[src/rtl/vga_pkg.sv]
// Default 640x480 @ 60 Hz raster timing shared by the timing generator
// and the threshold comparators.
package vga_pkg;

    localparam int CW       = 10;
    localparam int H_ACTIVE = 640;
    localparam int H_FP     = 16;
    localparam int H_SYNC   = 96;
    localparam int H_BP     = 48;
    localparam int V_ACTIVE = 480;
    localparam int V_FP     = 10;
    localparam int V_SYNC   = 2;
    localparam int V_BP     = 33;

    localparam int H_TOTAL  = H_ACTIVE + H_FP + H_SYNC + H_BP;
    localparam int V_TOTAL  = V_ACTIVE + V_FP + V_SYNC + V_BP;

    // Pixel coordinate type used on both sides of the counters.
    typedef logic [CW-1:0] vga_count_t;

endpackage

[src/rtl/vga_timing_gen_if.sv]
// Raster timing bundle: the timing source (master) drives the raster
// outputs and receives the run enable from its consumer (slave).
// en is a level, not a handshake: while it is low the raster freezes.
interface vga_timing_gen_if #(
    parameter int CW = 10
);
    logic          en;
    logic          pix_tick;
    logic [CW-1:0] hcount;
    logic [CW-1:0] vcount;
    logic          hsync_n;
    logic          vsync_n;
    logic          video_on;
    logic          line_end;
    logic          frame_end;

    modport master (
        input  en,
        output pix_tick, hcount, vcount, hsync_n, vsync_n,
               video_on, line_end, frame_end
    );

    modport slave (
        output en,
        input  pix_tick, hcount, vcount, hsync_n, vsync_n,
               video_on, line_end, frame_end
    );
endinterface

[src/rtl/vga_axis_counter.sv]
// Mod-N counter for one raster axis. wrap flags the increment that takes
// the count from N-1 back to 0 and feeds the next axis.
module vga_axis_counter #(
    parameter int CW = 10,
    parameter int N  = 800
) (
    input  logic          clk,
    input  logic          rst,
    input  logic          inc,
    output logic [CW-1:0] count,
    output logic          wrap
);
    localparam logic [CW-1:0] LAST = CW'(N - 1);

    logic [CW-1:0] r_count;

    // Count register: clears on reset, advances or wraps on inc.
    always_ff @(posedge clk) begin
        if (rst) begin
            r_count <= '0;
        end else if (inc) begin
            r_count <= (r_count == LAST) ? '0 : r_count + 1'b1;
        end
    end

    assign count = r_count;
    assign wrap  = inc & (r_count == LAST);
endmodule

[src/rtl/vga_timing_gen.sv]
// Raster timing source: horizontal/vertical counters, registered sync and
// blanking aligned with the counters, and line/frame strobes.
// Build option VGA_PIXEL_DIV_EN: defined, pix_tick comes from a 1-bit
// divider so pixels advance every second enabled clock; undefined, pix_tick
// is tied high.
module vga_timing_gen #(
    parameter int CW       = vga_pkg::CW,
    parameter int H_ACTIVE = vga_pkg::H_ACTIVE,
    parameter int H_FP     = vga_pkg::H_FP,
    parameter int H_SYNC   = vga_pkg::H_SYNC,
    parameter int H_BP     = vga_pkg::H_BP,
    parameter int V_ACTIVE = vga_pkg::V_ACTIVE,
    parameter int V_FP     = vga_pkg::V_FP,
    parameter int V_SYNC   = vga_pkg::V_SYNC,
    parameter int V_BP     = vga_pkg::V_BP
) (
    input  logic              clk,
    input  logic              rst,
    vga_timing_gen_if.master  bus
);
    localparam int H_TOT_I = H_ACTIVE + H_FP + H_SYNC + H_BP;
    localparam int V_TOT_I = V_ACTIVE + V_FP + V_SYNC + V_BP;

    // Unsigned CW-bit thresholds; sync windows are [START, END).
    localparam logic [CW-1:0] H_ACT    = CW'(H_ACTIVE);
    localparam logic [CW-1:0] V_ACT    = CW'(V_ACTIVE);
    localparam logic [CW-1:0] HS_START = CW'(H_ACTIVE + H_FP);
    localparam logic [CW-1:0] HS_END   = CW'(H_ACTIVE + H_FP + H_SYNC);
    localparam logic [CW-1:0] VS_START = CW'(V_ACTIVE + V_FP);
    localparam logic [CW-1:0] VS_END   = CW'(V_ACTIVE + V_FP + V_SYNC);

    logic          w_pix_tick;
    logic          w_inc;
    logic [CW-1:0] w_hcount;
    logic [CW-1:0] w_vcount;
    logic          w_h_wrap;
    logic          w_v_wrap;
    logic [CW-1:0] w_h_nxt;
    logic [CW-1:0] w_v_nxt;

    logic          r_hsync_n;
    logic          r_vsync_n;
    logic          r_video_on;

`ifdef VGA_PIXEL_DIV_EN
    logic          r_pix_tick;

    // Divide-by-two pixel qualifier; frozen together with the raster.
    always_ff @(posedge clk) begin
        if (rst) begin
            r_pix_tick <= 1'b0;
        end else if (bus.en) begin
            r_pix_tick <= ~r_pix_tick;
        end
    end

    assign w_pix_tick = r_pix_tick;
`else
    assign w_pix_tick = 1'b1;
`endif

    assign w_inc = bus.en & w_pix_tick;

    vga_axis_counter #(.CW(CW), .N(H_TOT_I)) u_h_cnt (
        .clk   (clk),
        .rst   (rst),
        .inc   (w_inc),
        .count (w_hcount),
        .wrap  (w_h_wrap)
    );

    vga_axis_counter #(.CW(CW), .N(V_TOT_I)) u_v_cnt (
        .clk   (clk),
        .rst   (rst),
        .inc   (w_h_wrap),
        .count (w_vcount),
        .wrap  (w_v_wrap)
    );

    // Position the counters will hold after an advancing edge; only
    // consumed when w_inc is high.
    always_comb begin
        w_h_nxt = w_h_wrap ? '0 : w_hcount + 1'b1;
        w_v_nxt = w_vcount;
        if (w_h_wrap) begin
            w_v_nxt = w_v_wrap ? '0 : w_vcount + 1'b1;
        end
    end

    // Sync/blanking registered from the next position so they line up with
    // the counters in the same cycle; reset values describe position (0,0).
    always_ff @(posedge clk) begin
        if (rst) begin
            r_hsync_n  <= 1'b1;
            r_vsync_n  <= 1'b1;
            r_video_on <= 1'b1;
        end else if (w_inc) begin
            r_hsync_n  <= ~((w_h_nxt >= HS_START) && (w_h_nxt < HS_END));
            r_vsync_n  <= ~((w_v_nxt >= VS_START) && (w_v_nxt < VS_END));
            r_video_on <= (w_h_nxt < H_ACT) && (w_v_nxt < V_ACT);
        end
    end

    assign bus.pix_tick  = w_pix_tick;
    assign bus.hcount    = w_hcount;
    assign bus.vcount    = w_vcount;
    assign bus.hsync_n   = r_hsync_n;
    assign bus.vsync_n   = r_vsync_n;
    assign bus.video_on  = r_video_on;
    assign bus.line_end  = w_h_wrap;
    assign bus.frame_end = w_v_wrap;
endmodule

[src/flat_wrapper.sv]
// flat-port wrapper written by rule: the top's interface ports become plain ports
module vga_timing_gen_flat 
#(
    parameter int CW       = vga_pkg::CW,
    parameter int H_ACTIVE = vga_pkg::H_ACTIVE,
    parameter int H_FP     = vga_pkg::H_FP,
    parameter int H_SYNC   = vga_pkg::H_SYNC,
    parameter int H_BP     = vga_pkg::H_BP,
    parameter int V_ACTIVE = vga_pkg::V_ACTIVE,
    parameter int V_FP     = vga_pkg::V_FP,
    parameter int V_SYNC   = vga_pkg::V_SYNC,
    parameter int V_BP     = vga_pkg::V_BP
)
  (clk, rst, bus_en, bus_pix_tick, bus_hcount, bus_vcount, bus_hsync_n, bus_vsync_n, bus_video_on, bus_line_end, bus_frame_end);
  vga_timing_gen_if #(.CW(CW)) bus_i ();
  input  logic clk;
  input  logic rst;
  input wire logic [$bits(bus_i.en)-1:0] bus_en;
  output wire logic [$bits(bus_i.pix_tick)-1:0] bus_pix_tick;
  output wire logic [$bits(bus_i.hcount)-1:0] bus_hcount;
  output wire logic [$bits(bus_i.vcount)-1:0] bus_vcount;
  output wire logic [$bits(bus_i.hsync_n)-1:0] bus_hsync_n;
  output wire logic [$bits(bus_i.vsync_n)-1:0] bus_vsync_n;
  output wire logic [$bits(bus_i.video_on)-1:0] bus_video_on;
  output wire logic [$bits(bus_i.line_end)-1:0] bus_line_end;
  output wire logic [$bits(bus_i.frame_end)-1:0] bus_frame_end;
  assign bus_i.en = bus_en;
  assign bus_pix_tick = bus_i.pix_tick;
  assign bus_hcount = bus_i.hcount;
  assign bus_vcount = bus_i.vcount;
  assign bus_hsync_n = bus_i.hsync_n;
  assign bus_vsync_n = bus_i.vsync_n;
  assign bus_video_on = bus_i.video_on;
  assign bus_line_end = bus_i.line_end;
  assign bus_frame_end = bus_i.frame_end;
  vga_timing_gen #(.CW(CW), .H_ACTIVE(H_ACTIVE), .H_FP(H_FP), .H_SYNC(H_SYNC), .H_BP(H_BP), .V_ACTIVE(V_ACTIVE), .V_FP(V_FP), .V_SYNC(V_SYNC), .V_BP(V_BP)) u_core (.clk(clk), .rst(rst), .bus(bus_i));
endmodule
[config.mk]
export PLATFORM = sky130hd
export DESIGN_NAME = vga_timing_gen_flat
export DESIGN_NICKNAME = d
export VERILOG_FILES = /design/src/rtl/vga_pkg.sv /design/src/rtl/vga_timing_gen_if.sv /design/src/rtl/vga_axis_counter.sv /design/src/rtl/vga_timing_gen.sv /design/src/flat_wrapper.sv
export SDC_FILE = /design/constraint.sdc
export NUM_CORES = 1
export LEC_CHECK = 0
export ABC_AREA = 1
export BUFFER_PORTS_ARGS = -buffer_cell sky130_fd_sc_hd__clkbuf_2
export CAP_MARGIN = 25
export CORE_AREA = 2 2 61 63
export CTS_CLUSTER_DIAMETER = 50
export DETAILED_ROUTE_END_ITERATION = 10
export DIE_AREA = 0 0 63 65
export GPL_ROUTABILITY_DRIVEN = 0
export GPL_TIMING_DRIVEN = 0
export PLACE_DENSITY = 0.72
export SLEW_MARGIN = 0
export SYNTH_ARGS = -nofsm -noshare
export SYNTH_HDL_FRONTEND = slang
export SYNTH_HIERARCHICAL = 1
export SYNTH_SLANG_ARGS = --single-unit
[constraint.sdc]
create_clock -name clk -period 2.19 [get_ports clk]
set_clock_uncertainty 0.1 [all_clocks]
set_input_delay 0.219 -clock clk [delete_from_list [all_inputs] [get_ports clk]]
set_output_delay 0.219 -clock clk [all_outputs]
set_load 0.005 [all_outputs]
Word level (Yosys, flattened, before mapping)
Cells that the tools add are included.
{"block": "word_totals", "output_inout_bits": 26, "ff_bits": 23}
{"block": "op_classes", "bitwise_logic": 4, "n_eq_ne": 2, "order_cmp": 6, "mux": 5, "reduce_logical": 3, "addsub": 2}
{"cell": "two-way mux 10 bit", "count": 5}
{"cell": "adder 10 x 1 -> 10 bit, second input constant", "count": 2}
{"cell": "== test 10 bit, second input constant", "count": 2}
{"cell": "< comparator 10 bit, second input constant", "count": 2}
{"cell": "< comparator 10 x 9 -> 1 bit, second input constant", "count": 2}
{"cell": ">= comparator 10 bit, second input constant", "count": 1}
{"cell": ">= comparator 10 x 9 -> 1 bit, second input constant", "count": 1}
{"cell": "logical AND 1 bit", "count": 3}
{"cell": "AND 1 bit", "count": 2}
{"cell": "NOT 1 bit", "count": 2}

Logic depth before layout (Yosys ltp)
{"block": "logic_depth", "word_depth": 8, "ltp_mapped": 16}

Modules after synthesis
The synthesis kept the hierarchy.
{"module": "vga_timing_gen", "instances": 1, "area_each_um2": 629.4, "cells_per_inst": 116, "seq_area_each_um2": 60.1}
{"module": "vga_axis_counter at u_core.u_h_cnt", "instances": 1, "area_each_um2": 526.8, "cells_per_inst": 76, "seq_area_each_um2": 200.2}
{"module": "vga_axis_counter at u_core.u_v_cnt", "instances": 1, "area_each_um2": 516.7, "cells_per_inst": 71, "seq_area_each_um2": 200.2}

Worst setup path before layout
No wires, ideal clock.
{"block": "synth_path", "path_kind": "register -> register", "startpoint": "register u_core.u_h_cnt.r_count[0] (netlist: u_core/u_h_cnt/count[0])", "endpoint": "register u_core.r_vsync_n (netlist: u_core/bus.vsync_n)", "path_slack_ps": -207, "arrival_time_ps": 2182, "stages_incl_launch_ff": 15, "required_ps": 1975, "setup_ps": 115, "cell_sequence": "dfxtp_1 > ha_1 > nand2_1 > nor2_2 > nand2_2 > nor2_2 > buf_6 > nand2_4 > nor3_2 > nand3_1 > xor2_1 > nor2_2 > nand3b_1 > nand2_1 > nand2_1"}
{"block": "synth_between", "elab_chain_len": 8}
{"item": "from (decl)", "line": "vga_axis_counter.sv:15", "text": "logic [CW-1:0] r_count;"}
{"item": "from (signal assigned)", "line": "vga_axis_counter.sv:22", "text": "r_count <= (r_count == LAST) ? '0 : r_count + 1'b1;"}
{"item": "== test 10 bit (*)", "line": "vga_axis_counter.sv:27", "text": "assign wrap = inc & (r_count == LAST);"}
{"item": "AND 1 bit (*)", "line": "vga_axis_counter.sv:27"}
{"item": "net bus_line_end", "line": "flat_wrapper.sv:25", "text": "output wire logic [$bits(bus_i.line_end)-1:0] bus_line_end;"}
{"item": "AND 1 bit", "line": "vga_axis_counter.sv:27"}
{"item": "two-way mux 10 bit", "line": "vga_timing_gen.sv:86", "text": "w_v_nxt = w_v_wrap ? '0 : w_vcount + 1'b1;"}
{"item": "two-way mux 10 bit (*)", "line": "vga_timing_gen.sv:85", "text": "if (w_h_wrap) begin"}
{"item": ">= comparator 10 x 9 -> 1 bit / < comparator 10 x 9 -> 1 bit (equally long branches)", "line": "vga_timing_gen.sv:99", "text": "r_vsync_n <= ~((w_v_nxt >= VS_START) && (w_v_nxt < VS_END));"}
{"item": "logical AND 1 bit (*)", "line": "vga_timing_gen.sv:99"}
{"item": "NOT 1 bit (*)", "line": "vga_timing_gen.sv:99"}
{"item": "to (signal assigned)", "line": "vga_timing_gen.sv:99"}
{"item": "to (decl)", "line": "vga_timing_gen.sv:42", "text": "logic r_vsync_n;"}
The timed path passes the listed nets; every way through them passes the cells marked *.
A chain may end at the register's enable or synchronous reset.

Worst setup path in the final report
{"block": "layout_path", "startpoint": "register u_core.u_h_cnt.r_count[5] (netlist: u_core/u_h_cnt/count[5])", "endpoint": "register u_core.r_video_on (netlist: u_core/bus.video_on)"}
{"block": "layout_between", "elab_chain_len": 7}
{"item": "branches (longest 6 deep; another with adder 10 x 1 -> 10 bit)"}
{"item": "logical AND 1 bit (*)", "line": "vga_timing_gen.sv:100", "text": "r_video_on <= (w_h_nxt < H_ACT) && (w_v_nxt < V_ACT);"}
{"item": "to (signal assigned)", "line": "vga_timing_gen.sv:100"}
{"item": "to (decl)", "line": "vga_timing_gen.sv:43", "text": "logic r_video_on;"}
Mark *: on every way between the ends.

==> flow_metrics.tcl <==
set metrics [dict create \
    synthSimpleGateAreaFrac_pct 46.1 \
    ir_drop_mv 0.250 \
    ioPinCount 29 \
    core_area_um2 3500 \
    synth_adder_area_share_pct 3.74 \
    layout.area.seq_um2 478 \
    yosys-mux-area-fraction_pct 0.598 \
    diodes 0 \
    area_delta_synth_final_pct 23.2 \
    root_buffer "clkbuf_4" \
    grt_util_all_layers_pct 20.4 \
    drv_cap 0 \
    cts_tree "built" \
    rsz0062_at_grt "true" \
    setup.worst_path.start "u_core/u_h_cnt/count[5]$_SDFFE_PP0P_" \
    drc 0 \
    grt_pass1_wl_um 6820 \
    htree_levels 1 \
    critPathArrivalTime_ns 2.27 \
    finalCritPeriodShare_pct 95.4 \
    cp.depth 13 \
    critPathSlowestCell "dfxtp_4" \
    yosys-top-cells-area "dfxtp_1 (28%), nand2_1 (15%), nor2_1 (8.8%)" \
    synth_nets 271 \
    worstSetupStartpointType "register" \
    ctsHoldBuffers 0 \
    grt_pass1_vias 1546 \
    drive_above_1_share_pct 29.2 \
    start_util_pct 47.9 \
    synth_edf_count 0 \
    syn_area_per_cell_um2 6.36 \
    whs_ns 0.138 \
    power_density_nw_per_um2 331 \
    slowest_delay_ns 0.36 \
    r2r_setup_slack_ns 0.10 \
    clk_latency_ns 0.32 \
    seq_area_frac_synth_pct 27.5 \
    synth-xor-area-share_pct 4.71 \
    die_area_um2 4100 \
    overflow 0 \
    worst_setup_path_end_kind "register" \
    grt_antenna_before_repair 0 \
    synth_compound_area_share_pct 6.73 \
    setup_viol 0 \
    cts_max_path_buffers 2 \
    numClockSinks 23 \
    synth_most_common_cell "nand2_1" \
    critPathRequiredTime_ns 2.37 \
    power_leakage_nw 0.942 \
    ys_async_sr_fraction_pct 0 \
    routed.top_layer "met4" \
    crit_end "u_core/bus.video_on$_SDFFE_PP1P_" \
    hold_viol 0 \
    crit_type "register to register" \
    max_freq_ghz 0.479 \
    setup_tns_ns 0 \
    cts-buffers-inserted 3 \
    cp_num_buf_inv 2 \
    multi_input_area_um2 1100 \
    hold_class "primary input to register" \
    synth_area_um2 1670 \
    drtPass1Iterations 4 \
    die-height_um 65 \
    cp_top_family "simple AND/OR/NAND/NOR gates" \
    drt_iter0_markers 90 \
    yosysUniqueCellTypes 33 \
    port_buffers 27 \
    route.met2.wl_um 1850 \
    r2r_cells 13 \
    vias_per_cell 4.92 \
    crit_fanout 7 \
    drt-met1-wl_um 1770 \
    yosys.area.top_type "dfxtp_1" \
    synth_cells 263 \
    synth_top_family_by_area "simple AND/OR/NAND/NOR gates" \
    postRouteWirelength_um 3890 \
    grt_max_degree 13 \
    layout.nets 314 \
    drv_slew 0 \
    path_clk_slew_ns 0.13 \
    num_vias 1735 \
    wl_per_cell_um 11.0 \
    hold_depth 3 \
    row_count 22 \
    fill_cells 375 \
    timing.rr.end "u_core/bus.video_on$_SDFFE_PP1P_" \
    path_cells "buf_2, nor2_4, nand3_2, nor2_4, buf_6, nand2_4, nor3_4, nand3_2, xor2_1, nor2_2, nor2_1, nand4_1, nand2_1" \
    yosysTopAreaCellShare_pct 27.5 \
    synth_top_cells_by_count "nand2_1 (65), nor2_1 (39), inv_1 (34)" \
    post-route-min-period_ns 2.09 \
    ant_nets 0 \
    synthFlopType "dfxtp_1" \
    status "completed" \
    rr_startpoint "u_core/u_h_cnt/count[5]$_SDFFE_PP0P_" \
    die-width_um 63 \
    synth-seq-cells 23 \
    yosys_warnings 6 \
    wl_met3_um 159 \
    dp_hpwl_um 2760 \
]
[kinds of logic after synthesis]
group	Yosys count
and+or+nand+nor	162
buffers and inverters	43
DFF	23
AOI/OAI and AO/OA	19
xor gates and xnor gates	9
adders and majority gates	5
other	1
muxes	1
[metal layers]
metal | vias up | track usage (%)
li1 | 908 | -
met1 | 773 | 26.5
met2 | 43 | 34.6
met3 | 11 | 1.56
met4 | 0 | 9.44
met5 | - | 0
[per-stage QoR]
step / setup slack (ns) / power, mW / instances / utilization (%) / area, um2
6_report: 0.102 / 0.683 / 353 / 58.9 / 2060
4_1_cts: 0.00850 / 0.693 / 347 / 56.3 / 1970
3_5_place_dp: -0.234 / 0.483 / 338 / 53.7 / 1880
2_1_floorplan: 0.0211 / 0.464 / 263 / - / 1680
3_3_place_gp: -0.234 / 0.482 / 338 / 53.7 / 1880
5_1_grt: -0.0662 / 0.715 / 353 / 58.9 / 2060
[cell usage in the layout, fill, tap and decap left out, types with 6 or more instances in the layout]
cell type / count
nand2_1: 64
nor2_1: 37
inv_1: 34
clkbuf_2: 27
dfxtp_1: 17
nand3_1: 16
buf_4: 12
a21oi_1: 10
nor2_2: 9
nand4_1: 7
nand3_2: 6
xor2_1: 6
nand2_2: 6
nor2_4: 6
[how the worst min path moves through the flow]
stage                                           from                              endpoint  slack (ns)
floorplan                                        rst  u_core/u_h_cnt/count[1]$_SDFFE_PP0P_        0.18
global placement    u_core/bus.video_on$_SDFFE_PP1P_      u_core/bus.video_on$_SDFFE_PP1P_        0.36
detailed placement   u_core/bus.vsync_n$_SDFFE_PP1P_       u_core/bus.vsync_n$_SDFFE_PP1P_        0.36
CTS                                           bus_en       u_core/bus.vsync_n$_SDFFE_PP1P_        0.13
global route                                  bus_en       u_core/bus.hsync_n$_SDFFE_PP1P_        0.14
finish                                        bus_en       u_core/bus.vsync_n$_SDFFE_PP1P_        0.14
[area by class of cell]
| type | instances | share of cell area, % |
|---|---|---|
| Timing Repair Buffer | 38 | 10.6 |
| Inverter | 40 | 7.29 |
| Multi-Input combinational cell | 197 | 53.6 |
| Clock buffer | 4 | 1.28 |
| Sequential cell | 23 | 23.2 |
| Buffer | 3 | 1.15 |
| Tap cell | 48 | 2.91 |
[sequential cells by signal, indices dropped and copies added, names as in the netlist]
signal,flops
u_core/bus.vsync_n,1
u_core/bus.hsync_n,1
u_core/bus.video_on,1
u_core/u_v_cnt/count,10
u_core/u_h_cnt/count,10
[worst reg2reg max path, stage by stage, from the launching register on]
cell and delay [ns]:
dfxtp_4 0.36, buf_2 0.17, nor2_4 0.13, nand3_2 0.11, nor2_4 0.17, buf_6 0.14
nand2_4 0.06, nor3_4 0.23, nand3_2 0.09, xor2_1 0.17, nor2_2 0.05, nor2_1 0.10
nand4_1 0.09, nand2_1 0.08
[where the power goes]
part / internal, mW / total (mW) / switching (mW)
combinational: 0.0201 / 0.0514 / 0.0313
clock: 0.0714 / 0.205 / 0.133
sequential: 0.421 / 0.427 / 0.00539
[repair_timing]
item                       in CTS  in global routing
setup endpoints to repair       4                  8
gates resized for setup         7                 14
pin swaps                       3                  7
setup buffers                   5                  6
No activity file was read; power rests on OpenSTA's default activity.
